==> src/rtl/apb_master_bridge_pkg.sv <==
// Shared types and constants for the core-to-APB3 master bridge.
package apb_master_bridge_pkg;

  // Bridge sequencing states
  typedef enum logic [1:0] {
    IDLE     = 2'd0,
    SETUP    = 2'd1,
    ACCESS   = 2'd2,
    ERR_RESP = 2'd3
  } state_t;

  // Byte-enable pattern of a full-word write; any other write is refused
  localparam logic [3:0] BE_FULL = 4'hF;

  // Default ACCESS-phase limit before a hung slave is abandoned
  localparam int unsigned DEFAULT_TIMEOUT = 256;

endpackage : apb_master_bridge_pkg

==> src/rtl/apb_master_bridge_if.sv <==
// APB3 bus bundle; the bridge drives it through the Master modport and the
// peripheral bus wrapper receives it through the Slave modport.
interface APB_BUS #(
  parameter int unsigned ADDR_WIDTH = 32,
  parameter int unsigned DATA_WIDTH = 32
);

  logic [ADDR_WIDTH-1:0] paddr;
  logic [DATA_WIDTH-1:0] pwdata;
  logic                  pwrite;
  logic                  psel;
  logic                  penable;
  logic [DATA_WIDTH-1:0] prdata;
  logic                  pready;
  logic                  pslverr;

  modport Master (
    output paddr, pwdata, pwrite, psel, penable,
    input  prdata, pready, pslverr
  );

  modport Slave (
    input  paddr, pwdata, pwrite, psel, penable,
    output prdata, pready, pslverr
  );

endinterface : APB_BUS

==> src/rtl/apb_master_bridge.sv <==
// Single-outstanding bridge from the core req/gnt/rvalid interface to APB3.
// Sequences SETUP/ACCESS, honours PREADY wait states, reports PSLVERR and
// abandons a transfer to a hung slave after TIMEOUT_CYCLES ACCESS cycles.
module apb_master_bridge
  import apb_master_bridge_pkg::*;
#(
  parameter int unsigned APB_ADDR_WIDTH = 32,
  parameter int unsigned APB_DATA_WIDTH = 32,
  parameter int unsigned TIMEOUT_CYCLES = DEFAULT_TIMEOUT
) (
  input  logic                      clk_i,
  input  logic                      rst_ni,
  input  logic                      req_i,
  input  logic [APB_ADDR_WIDTH-1:0] addr_i,
  input  logic                      we_i,
  input  logic [3:0]                be_i,
  input  logic [APB_DATA_WIDTH-1:0] wdata_i,
  output logic                      gnt_o,
  output logic                      rvalid_o,
  output logic [APB_DATA_WIDTH-1:0] rdata_o,
  output logic                      err_o,
  APB_BUS.Master                    apb_master
);

  localparam int unsigned CNT_W = $clog2(TIMEOUT_CYCLES);
  localparam logic [CNT_W-1:0] CNT_MAX = CNT_W'(TIMEOUT_CYCLES - 1);
  localparam logic [APB_ADDR_WIDTH-1:0] ADDR_MASK = ~APB_ADDR_WIDTH'(3);

  state_t                    r_state;
  state_t                    w_next_state;
  logic [CNT_W-1:0]          r_wait_cnt;
  logic [APB_ADDR_WIDTH-1:0] r_addr;
  logic [APB_DATA_WIDTH-1:0] r_wdata;
  logic                      r_we;
  logic                      r_rvalid;
  logic [APB_DATA_WIDTH-1:0] r_rdata;
  logic                      r_err;

  logic                      w_gnt;
  logic                      w_capture;
  logic                      w_psel;
  logic                      w_penable;
  logic                      w_done;
  logic                      w_done_err;
  logic [APB_DATA_WIDTH-1:0] w_done_rdata;

  // State register
  always_ff @(posedge clk_i or negedge rst_ni) begin
    if (!rst_ni) r_state <= IDLE;
    else         r_state <= w_next_state;
  end

  // Next-state and per-state control decode
  always_comb begin
    w_next_state = r_state;
    w_gnt        = 1'b0;
    w_capture    = 1'b0;
    w_psel       = 1'b0;
    w_penable    = 1'b0;
    w_done       = 1'b0;
    w_done_err   = 1'b0;
    w_done_rdata = '0;
    unique case (r_state)
      IDLE: begin
        w_gnt = req_i;
        if (req_i) begin
          w_capture = 1'b1;
          if (we_i && (be_i != BE_FULL)) w_next_state = ERR_RESP;
          else                           w_next_state = SETUP;
        end
      end
      SETUP: begin
        w_psel       = 1'b1;
        w_next_state = ACCESS;
      end
      ACCESS: begin
        w_psel    = 1'b1;
        w_penable = 1'b1;
        // A late PREADY on the final allowed cycle still completes normally
        if (apb_master.pready) begin
          w_done       = 1'b1;
          w_done_err   = apb_master.pslverr;
          w_done_rdata = r_we ? '0 : apb_master.prdata;
          w_next_state = IDLE;
        end else if (r_wait_cnt == CNT_MAX) begin
          w_done       = 1'b1;
          w_done_err   = 1'b1;
          w_next_state = IDLE;
        end
      end
      ERR_RESP: begin
        w_done       = 1'b1;
        w_done_err   = 1'b1;
        w_next_state = IDLE;
      end
      default: w_next_state = IDLE;
    endcase
  end

  // ACCESS wait counter: cleared entering SETUP, saturates at the limit
  always_ff @(posedge clk_i or negedge rst_ni) begin
    if (!rst_ni) begin
      r_wait_cnt <= '0;
    end else if (w_next_state == SETUP) begin
      r_wait_cnt <= '0;
    end else if ((r_state == ACCESS) && !apb_master.pready && (r_wait_cnt != CNT_MAX)) begin
      r_wait_cnt <= r_wait_cnt + 1'b1;
    end
  end

  // Request capture on grant; held stable for the whole APB transfer
  always_ff @(posedge clk_i or negedge rst_ni) begin
    if (!rst_ni) begin
      r_addr  <= '0;
      r_wdata <= '0;
      r_we    <= 1'b0;
    end else if (w_capture) begin
      r_addr  <= addr_i & ADDR_MASK;
      r_wdata <= wdata_i;
      r_we    <= we_i;
    end
  end

  // Registered response; data and error hold until the next completion
  always_ff @(posedge clk_i or negedge rst_ni) begin
    if (!rst_ni) begin
      r_rvalid <= 1'b0;
      r_rdata  <= '0;
      r_err    <= 1'b0;
    end else begin
      r_rvalid <= w_done;
      if (w_done) begin
        r_rdata <= w_done_rdata;
        r_err   <= w_done_err;
      end
    end
  end

  assign gnt_o    = w_gnt;
  assign rvalid_o = r_rvalid;
  assign rdata_o  = r_rdata;
  assign err_o    = r_err;

  // psel/penable decode straight from the async-reset state register so
  // they fall the instant rst_ni is asserted
  assign apb_master.paddr   = r_addr;
  assign apb_master.pwdata  = r_wdata;
  assign apb_master.pwrite  = r_we;
  assign apb_master.psel    = w_psel;
  assign apb_master.penable = w_penable;

endmodule : apb_master_bridge

==> src/flat_wrapper.sv <==
// flat-port wrapper written by rule: the top's interface ports become plain ports
module apb_master_bridge_flat import apb_master_bridge_pkg::*;
#(
  parameter int unsigned APB_ADDR_WIDTH = 32,
  parameter int unsigned APB_DATA_WIDTH = 32,
  parameter int unsigned TIMEOUT_CYCLES = DEFAULT_TIMEOUT
)
  (clk_i, rst_ni, req_i, addr_i, we_i, be_i, wdata_i, gnt_o, rvalid_o, rdata_o, err_o, apb_master_paddr, apb_master_pwdata, apb_master_pwrite, apb_master_psel, apb_master_penable, apb_master_prdata, apb_master_pready, apb_master_pslverr);
  APB_BUS #(.ADDR_WIDTH(32), .DATA_WIDTH(32)) apb_master_i ();
  input  logic clk_i;
  input  logic rst_ni;
  input  logic req_i;
  input  logic [APB_ADDR_WIDTH-1:0] addr_i;
  input  logic we_i;
  input  logic [3:0] be_i;
  input  logic [APB_DATA_WIDTH-1:0] wdata_i;
  output logic gnt_o;
  output logic rvalid_o;
  output logic [APB_DATA_WIDTH-1:0] rdata_o;
  output logic err_o;
  output wire logic [$bits(apb_master_i.paddr)-1:0] apb_master_paddr;
  output wire logic [$bits(apb_master_i.pwdata)-1:0] apb_master_pwdata;
  output wire logic [$bits(apb_master_i.pwrite)-1:0] apb_master_pwrite;
  output wire logic [$bits(apb_master_i.psel)-1:0] apb_master_psel;
  output wire logic [$bits(apb_master_i.penable)-1:0] apb_master_penable;
  input wire logic [$bits(apb_master_i.prdata)-1:0] apb_master_prdata;
  input wire logic [$bits(apb_master_i.pready)-1:0] apb_master_pready;
  input wire logic [$bits(apb_master_i.pslverr)-1:0] apb_master_pslverr;
  assign apb_master_paddr = apb_master_i.paddr;
  assign apb_master_pwdata = apb_master_i.pwdata;
  assign apb_master_pwrite = apb_master_i.pwrite;
  assign apb_master_psel = apb_master_i.psel;
  assign apb_master_penable = apb_master_i.penable;
  assign apb_master_i.prdata = apb_master_prdata;
  assign apb_master_i.pready = apb_master_pready;
  assign apb_master_i.pslverr = apb_master_pslverr;
  apb_master_bridge #(.APB_ADDR_WIDTH(APB_ADDR_WIDTH), .APB_DATA_WIDTH(APB_DATA_WIDTH), .TIMEOUT_CYCLES(TIMEOUT_CYCLES)) u_core (.clk_i(clk_i), .rst_ni(rst_ni), .req_i(req_i), .addr_i(addr_i), .we_i(we_i), .be_i(be_i), .wdata_i(wdata_i), .gnt_o(gnt_o), .rvalid_o(rvalid_o), .rdata_o(rdata_o), .err_o(err_o), .apb_master(apb_master_i));
endmodule
==> config.mk <==
export PLATFORM = sky130hd
export DESIGN_NAME = apb_master_bridge_flat
export DESIGN_NICKNAME = d
export VERILOG_FILES = /design/src/rtl/apb_master_bridge_pkg.sv /design/src/rtl/apb_master_bridge_if.sv /design/src/rtl/apb_master_bridge.sv /design/src/flat_wrapper.sv
export SDC_FILE = /design/constraint.sdc
export NUM_CORES = 1
export LEC_CHECK = 0
export BUFFER_PORTS_ARGS = -buffer_cell sky130_fd_sc_hd__buf_2
export CORE_MARGIN = 4
export CORE_UTILIZATION = 40
export CTS_CLUSTER_DIAMETER = 100
export DETAILED_ROUTE_END_ITERATION = 8
export PLACE_DENSITY_LB_ADDON = 0.3
export SYNTH_ARGS = -nofsm -noshare
export SYNTH_HDL_FRONTEND = slang
export SYNTH_SLANG_ARGS = --single-unit
==> constraint.sdc <==
create_clock -name clk_i -period 2.7 [get_ports clk_i]
set_clock_uncertainty 0.15 [all_clocks]
set_input_delay 0.27 -clock clk_i [delete_from_list [all_inputs] [get_ports clk_i]]
set_output_delay 0.27 -clock clk_i [all_outputs]
set_load 0.02 [all_outputs]
==> impl_metrics.py, run 1 <==
metrics = {
    "critical_path": {
        "ff2ff_setup_slack_ns": 0.65,
        "critPathKind": "reg2out",
        "end_kind": "output pin",
        "reg2reg_to": "u_core.rdata_o[2]",
        "startpoint_type": "flip-flop",
        "worstRegToRegCells": 6,
        "critPathRequiredTime_ns": 2.28,
        "path_max_fanout": 31,
        "r2r-start": "u_core.r_wait_cnt[0]",
        "crit_arrival_ns": 1.85,
    },
    "synth": {
        "yosysWarningCount": 0,
        "synth_mux_area_frac": 0.171,
        "synth-edff-count": 0,
        "synth_cell_types": 38,
        "synthXorXnorAreaFrac": 0.00623,
        "avgSynthCellArea_sq_um": 15.2,
        "synth-compound-area-share": 0.106,
        "synthAdderAreaFrac": 0.0148,
        "ys_ff_latch": 107,
        "netlist_area_sq_um": 4220,
        "syn_inst": 278,
        "synth_ff_type": "dfrtp_1",
        "yosys.area_share.simple": 0.0388,
        "yosysSeqAreaShare": 0.635,
        "synth_top_family_by_area": "multiplexers",
        "synthArstFlopShare": 1.00,
    },
    "sta": {
        "rsz0062_at_grt": "false",
        "tns_ns": 0,
        "hold_violations": 0,
        "finalCriticalPeriod_ns": 2.27,
        "finalSetupViolCount": 0,
        "drv_slew": 0,
        "fin_crit_sh": 0.839,
        "max_freq_ghz": 0.441,
    },
    "clock_tree": {
        "clk_path_buf_depth": 2,
        "post-cts-setup-buffers": 0,
        "cts_tree": "built",
        "htreeDepth": 3,
        "cts_resized": 0,
        "root_buffer": "clkbuf_8",
        "cts_buffers": 9,
        "clk_latency_ns": 0.36,
        "clk_pin_slew_worst_paths_ns": 0.09,
        "cts_sinks": 107,
    },
    "pwr": {
        "internal_power_w": 0.00405,
        "report.power.total_w": 0.00662,
        "p_sw_frac": 0.389,
        "seqPwrFrac": 0.391,
        "p_leak_nw": 3.26,
        "comb_power_share": 0.459,
        "p_sw_w": 0.00257,
        "p_per_area_nw_per_um2": 1010,
        "ir_drop_mv": 0.658,
        "power.share.clock": 0.150,
    },
    "floorplanning": {
        "die_x_um": 111,
        "num_rows": 37,
        "initial_core_util": 0.411,
        "io_pins": 208,
        "core_sq_um": 10300,
        "die_h_um": 111,
        "dieArea_sq_um": 12300,
    },
    "final_layout": {
        "fin_nets": 692,
        "syn2layout_area_growth_pct": 55.4,
        "antenna_cells": 0,
        "fin_cells": 721,
        "fillCellCount": 782,
        "drive_above_1_share": 0.506,
        "fin_util": 0.638,
    },
    "placement": {
        "post-place-cells": 610,
        "gp_congestion": 0.793,
        "dpl.hpwl_um": 7580,
        "portBuffers": 203,
    },
    "global_route": {
        "grt_pass1_vias": 3731,
        "grt_first_pass_wirelength_um": 18900,
        "grt_busiest_layer": "met2",
        "grt_overflow": 0,
        "grt_max_degree": 72,
        "use_met1": 0.215,
        "antenna_found_initial": 0,
        "gr-usage-met2": 0.336,
        "grt_use_met3": 0.0513,
        "track_usage": 0.190,
    },
    "hold_path": {
        "holdPathStages": 2,
        "hp-start": "we_i",
        "min_to": "u_core.apb_master.pwrite",
        "hp-class": "in2reg",
    },
    "route": {
        "vias_per_cell": 4.82,
        "wl_per_cell_um": 15.9,
        "vias": 3473,
        "drcViolationCount": 0,
        "first_pass_iters": 4,
        "ant_nets": 0,
        "drt_iter0_drc": 160,
        "drt_wl_total_um": 11500,
    },
    "job": {
        "max_cap_viol_count": 0,
    },
    "outcome": {
        "status": "complete, no violations",
    },
}
[metal layers]
| metal | vias up | wire length, um |
|---|---|---|
| met5 | - | 0 |
| met2 | 132 | 6080 |
| met3 | 30 | 589 |
| met4 | 0 | 401 |
| met1 | 1698 | 4430 |
| li1 | 1613 | - |
[layout make-up]
class                      instances  area [sq um]  share of cell area
tap                              136           170              0.0260
sequential                       107          2680               0.408
timing repair buffer             305          2060               0.315
inverter                           4          15.0             0.00229
clock inverter                     3          46.3             0.00706
multi-input combinational        154          1430               0.218
clock buffer                      12           155              0.0237
[metrics by stage]
step	hold slack, ns	cell area, sq um	setup slack [ns]
4_1_cts	0.0414	6560	0.393
2_1_floorplan	-0.176	4220	0.796
6_report	0.0709	6560	0.434
3_5_place_dp	0.104	5390	0.676
3_3_place_gp	0.105	5390	0.707
5_1_grt	0.0417	6560	0.294
[worst max-delay path, stage by stage (launching register included)]
cell,delay [ns]
dfrtp_1,0.42
inv_1,0.11
ha_1,0.22
nand2_2,0.28
buf_12,0.24
inv_1,0.05
buf_2,0.15
[power by group through the flow]
stage / registers, W / clock network [W] / logic, W
after floorplan: 0.00336 / 0 / 0.00115
after global placement: 0.00257 / 0 / 0.00288
after detailed placement: 0.00261 / 0 / 0.00294
after CTS: 0.00258 / 0.00104 / 0.00305
after global routing: 0.00267 / 0.00110 / 0.00323
final: 0.00259 / 0.000995 / 0.00304
[sequential cells by signal (all words and copies together), names as in the netlist]
signal,flops
u_core.err_o,1
u_core.rvalid_o,1
u_core.r_wait_cnt,8
u_core.rdata_o,32
u_core.r_state,2
u_core.apb_master.pwdata,32
u_core.apb_master.paddr,30
u_core.apb_master.pwrite,1
[worst max-delay path by stage]
stage	start	to	slack, ns	cells after the start
finish	u_core.r_state[0]	gnt_o	0.43	6
global route	u_core.r_state[0]	gnt_o	0.29	6
CTS	u_core.r_state[0]	gnt_o	0.39	6
detailed placement	u_core.r_wait_cnt[0]	u_core.rdata_o[30]	0.68	6
global placement	u_core.r_wait_cnt[0]	u_core.rdata_o[19]	0.71	6
floorplan	u_core.r_state[0]	u_core.rdata_o[10]	0.80	6
[layout by cell type, fill, tap and decap left out, drive strengths merged, types with 2 or more instances in the layout]
cell	count
dlygate4sd3	96
nand3	3
inv	5
nand2b	2
nor2	5
o21ai	7
a21oi	5
and3	2
conb	2
a22o	32
ha	5
nand4	3
xnor2	3
dfrtp	107
nand2	6
mux2	63
nor3	2
buf	209
clkbuf	12
[logic make-up after synthesis]
group / Yosys count
adder cells (fa/ha/maj): 5
AO/OA/AOI/OAI: 51
buffers and inverters: 18
flip-flops: 107
XOR/XNOR: 3
multiplexers: 64
other: 1
AND/OR/NAND/NOR: 29
[cells in the mapped netlist (3+ instances only)]
| cell | instances | area, sq um |
|---|---|---|
| dlygate4sd1_1 | 3 | 26.3 |
| dfrtp_1 | 107 | 2680 |
| mux2_2 | 63 | 709 |
| o21ai_0 | 7 | 35.0 |
| inv_1 | 3 | 11.3 |
| nand4_1 | 3 | 18.8 |
| a22o_1 | 32 | 280 |
| a21oi_1 | 3 | 15.0 |
| nor2_1 | 5 | 18.8 |
| nand3_1 | 3 | 15.0 |
| nand2_1 | 6 | 22.5 |
| xnor2_1 | 3 | 26.3 |
| buf_2 | 6 | 30.0 |
| buf_6 | 3 | 33.8 |
| ha_1 | 5 | 62.6 |
[what timing repair did]
| item | CTS | global route |
|---|---|---|
| endpoints found under the hold margin | 131 | 0 |
| hold buffers | 96 | 0 |
| setup endpoints to repair | 0 | 0 |
Power figures use the tool's default switching activity.
==> inputs of run 2 (changes only) <==
==> constraint.sdc (replaced) <==
create_clock -name clk_i -period 1.9 [get_ports clk_i]
set_clock_uncertainty 0.15 [all_clocks]
set_input_delay 0.19 -clock clk_i [delete_from_list [all_inputs] [get_ports clk_i]]
set_output_delay 0.19 -clock clk_i [all_outputs]
set_load 0.02 [all_outputs]
==> impl_metrics.py, run 2 (synthesis results as in run 1) <==
metrics = {
    "critical_path": {
        "crit_arrival_ns": 1.96,
        "ff2ff_setup_slack_ns": 0.09,
        "r2r-start": "u_core.r_wait_cnt[0]",
        "reg2reg_to": "u_core.rdata_o[8]",
        "critPathRequiredTime_ns": 2.05,
        "critPathKind": "reg2reg",
        "startpoint_type": "flip-flop",
        "startpoint": "u_core.r_wait_cnt[0]",
        "worstRegToRegCells": 7,
        "path_max_fanout": 14,
        "end_kind": "flip-flop",
    },
    "global_route": {
        "grt_pass1_vias": 3788,
        "grt_overflow": 0,
        "track_usage": 0.204,
        "grt_max_degree": 46,
        "grt_first_pass_wirelength_um": 20000,
        "antenna_found_initial": 1,
    },
    "clock_tree": {
        "clk_latency_ns": 0.36,
        "cts_tree": "built",
        "cts_sinks": 107,
        "clk_pin_slew_worst_paths_ns": 0.09,
        "htreeDepth": 3,
        "cts_buffers": 9,
        "root_buffer": "clkbuf_8",
        "clk_path_buf_depth": 2,
    },
    "hold_path": {
        "hp-start": "req_i",
        "holdPathStages": 3,
        "hp-class": "in2reg",
        "min_to": "u_core.r_state[1]",
    },
    "outcome": {
        "status": "complete, no violations",
    },
    "pwr": {
        "p_per_area_nw_per_um2": 1470,
        "p_leak_nw": 3.40,
        "ir_drop_mv": 0.895,
    },
    "final_layout": {
        "multi_input_area_sq_um": 1440,
        "fillCellCount": 735,
        "fin_area_sq_um": 6840,
        "layout_commonest_cell": "buf_2",
        "regArea_sq_um": 2680,
        "fin_nets": 709,
        "syn2layout_area_growth_pct": 62.1,
        "mostFrequentLayoutCells": "buf_2, dfrtp_1, dlygate4sd3_1",
        "fin_cells": 740,
        "fin_util": 0.665,
        "drive_above_1_share": 0.529,
    },
    "floorplanning": {
        "dieArea_sq_um": 12300,
        "num_rows": 37,
        "core_sq_um": 10300,
        "io_pins": 208,
        "die_x_um": 111,
        "initial_core_util": 0.411,
        "die_h_um": 111,
    },
    "sta": {
        "finalSetupViolCount": 0,
        "max_freq_ghz": 0.552,
        "holdWs_ns": 0.0229,
        "drv_slew": 0,
        "fin_crit_sh": 0.953,
        "hold_violations": 0,
        "finalCriticalPeriod_ns": 1.81,
        "tns_ns": 0,
    },
    "placement": {
        "dpl.hpwl_um": 7690,
        "gp_congestion": 0.771,
        "placed_cell_area_sq_um": 5460,
        "post-place-cells": 614,
        "portBuffers": 203,
    },
    "route": {
        "vias_per_cell": 4.85,
        "drt_wl_total_um": 12600,
        "first_pass_iters": 4,
        "ant_nets": 0,
        "vias": 3588,
        "drcViolationCount": 0,
        "wl_per_cell_um": 17.1,
        "drt_iter0_drc": 111,
    },
    "job": {
        "max_cap_viol_count": 0,
    },
}
==> run 2: worst max-delay path, cell delays in order (launching register included) <==
cell and delay [ns]:
dfrtp_1 0.41, ha_2 0.22, and3_4 0.20, a21o_4 0.22, a21oi_4 0.14, buf_12 0.14
buf_12 0.13, a22o_1 0.15
==> run 2: how the worst max path moves through the flow <==
stage | end | depth (start not counted)
global route | u_core.r_wait_cnt[2] | 7
floorplan | u_core.rdata_o[10] | 6
finish | u_core.rdata_o[8] | 7
detailed placement | u_core.rdata_o[2] | 6
CTS | gnt_o | 6
global placement | u_core.rdata_o[5] | 6
==> run 2: per-stage QoR <==
step | power, W | setup slack (ns)
2_1_floorplan | 0.00642 | 0.0947
3_3_place_gp | 0.00784 | 0.0907
3_5_place_dp | 0.00798 | 0.0609
4_1_cts | 0.00985 | 0.0145
5_1_grt | 0.0106 | -0.00118
6_report | 0.0101 | 0.0885
==> run 2: final cells by class <==
class | count | share of cell area
flip-flops and latches | 107 | 0.392
repair buffers | 322 | 0.336
multi-input cells | 154 | 0.211
well taps | 136 | 0.0249
clock buffers | 11 | 0.0221
clock inverters | 5 | 0.0123
inverters | 4 | 0.00220
diodes | 1 | 0.000366
==> run 2: timing repair <==
| action | in CTS | in global routing |
|---|---|---|
| pin swaps | 0 | 2 |
| hold buffers | 97 | 0 |
| resized for setup | 4 | 3 |
| setup endpoints to repair | 1 | 32 |
| hold endpoints to repair | 204 | 0 |
| setup buffers | 2 | 7 |
| cloned | 1 | 2 |
==> run 2: layer usage <==
metal / vias up / GRT usage / share of wire
met5: - / 0 / 0
met4: 0 / 0.0920 / 0.031
met3: 31 / 0.0420 / 0.050
met2: 147 / 0.372 / 0.55
met1: 1759 / 0.228 / 0.37
li1: 1651 / - / -
==> run 2: where the power goes <==
part / internal [W] / switching, W / leakage (nW) / total (W)
Combinational: 0.00220 / 0.00262 / 1.96 / 0.00481
Sequential: 0.00320 / 0.000480 / 1.33 / 0.00368
Clock: 0.000819 / 0.000752 / 0.112 / 0.00157
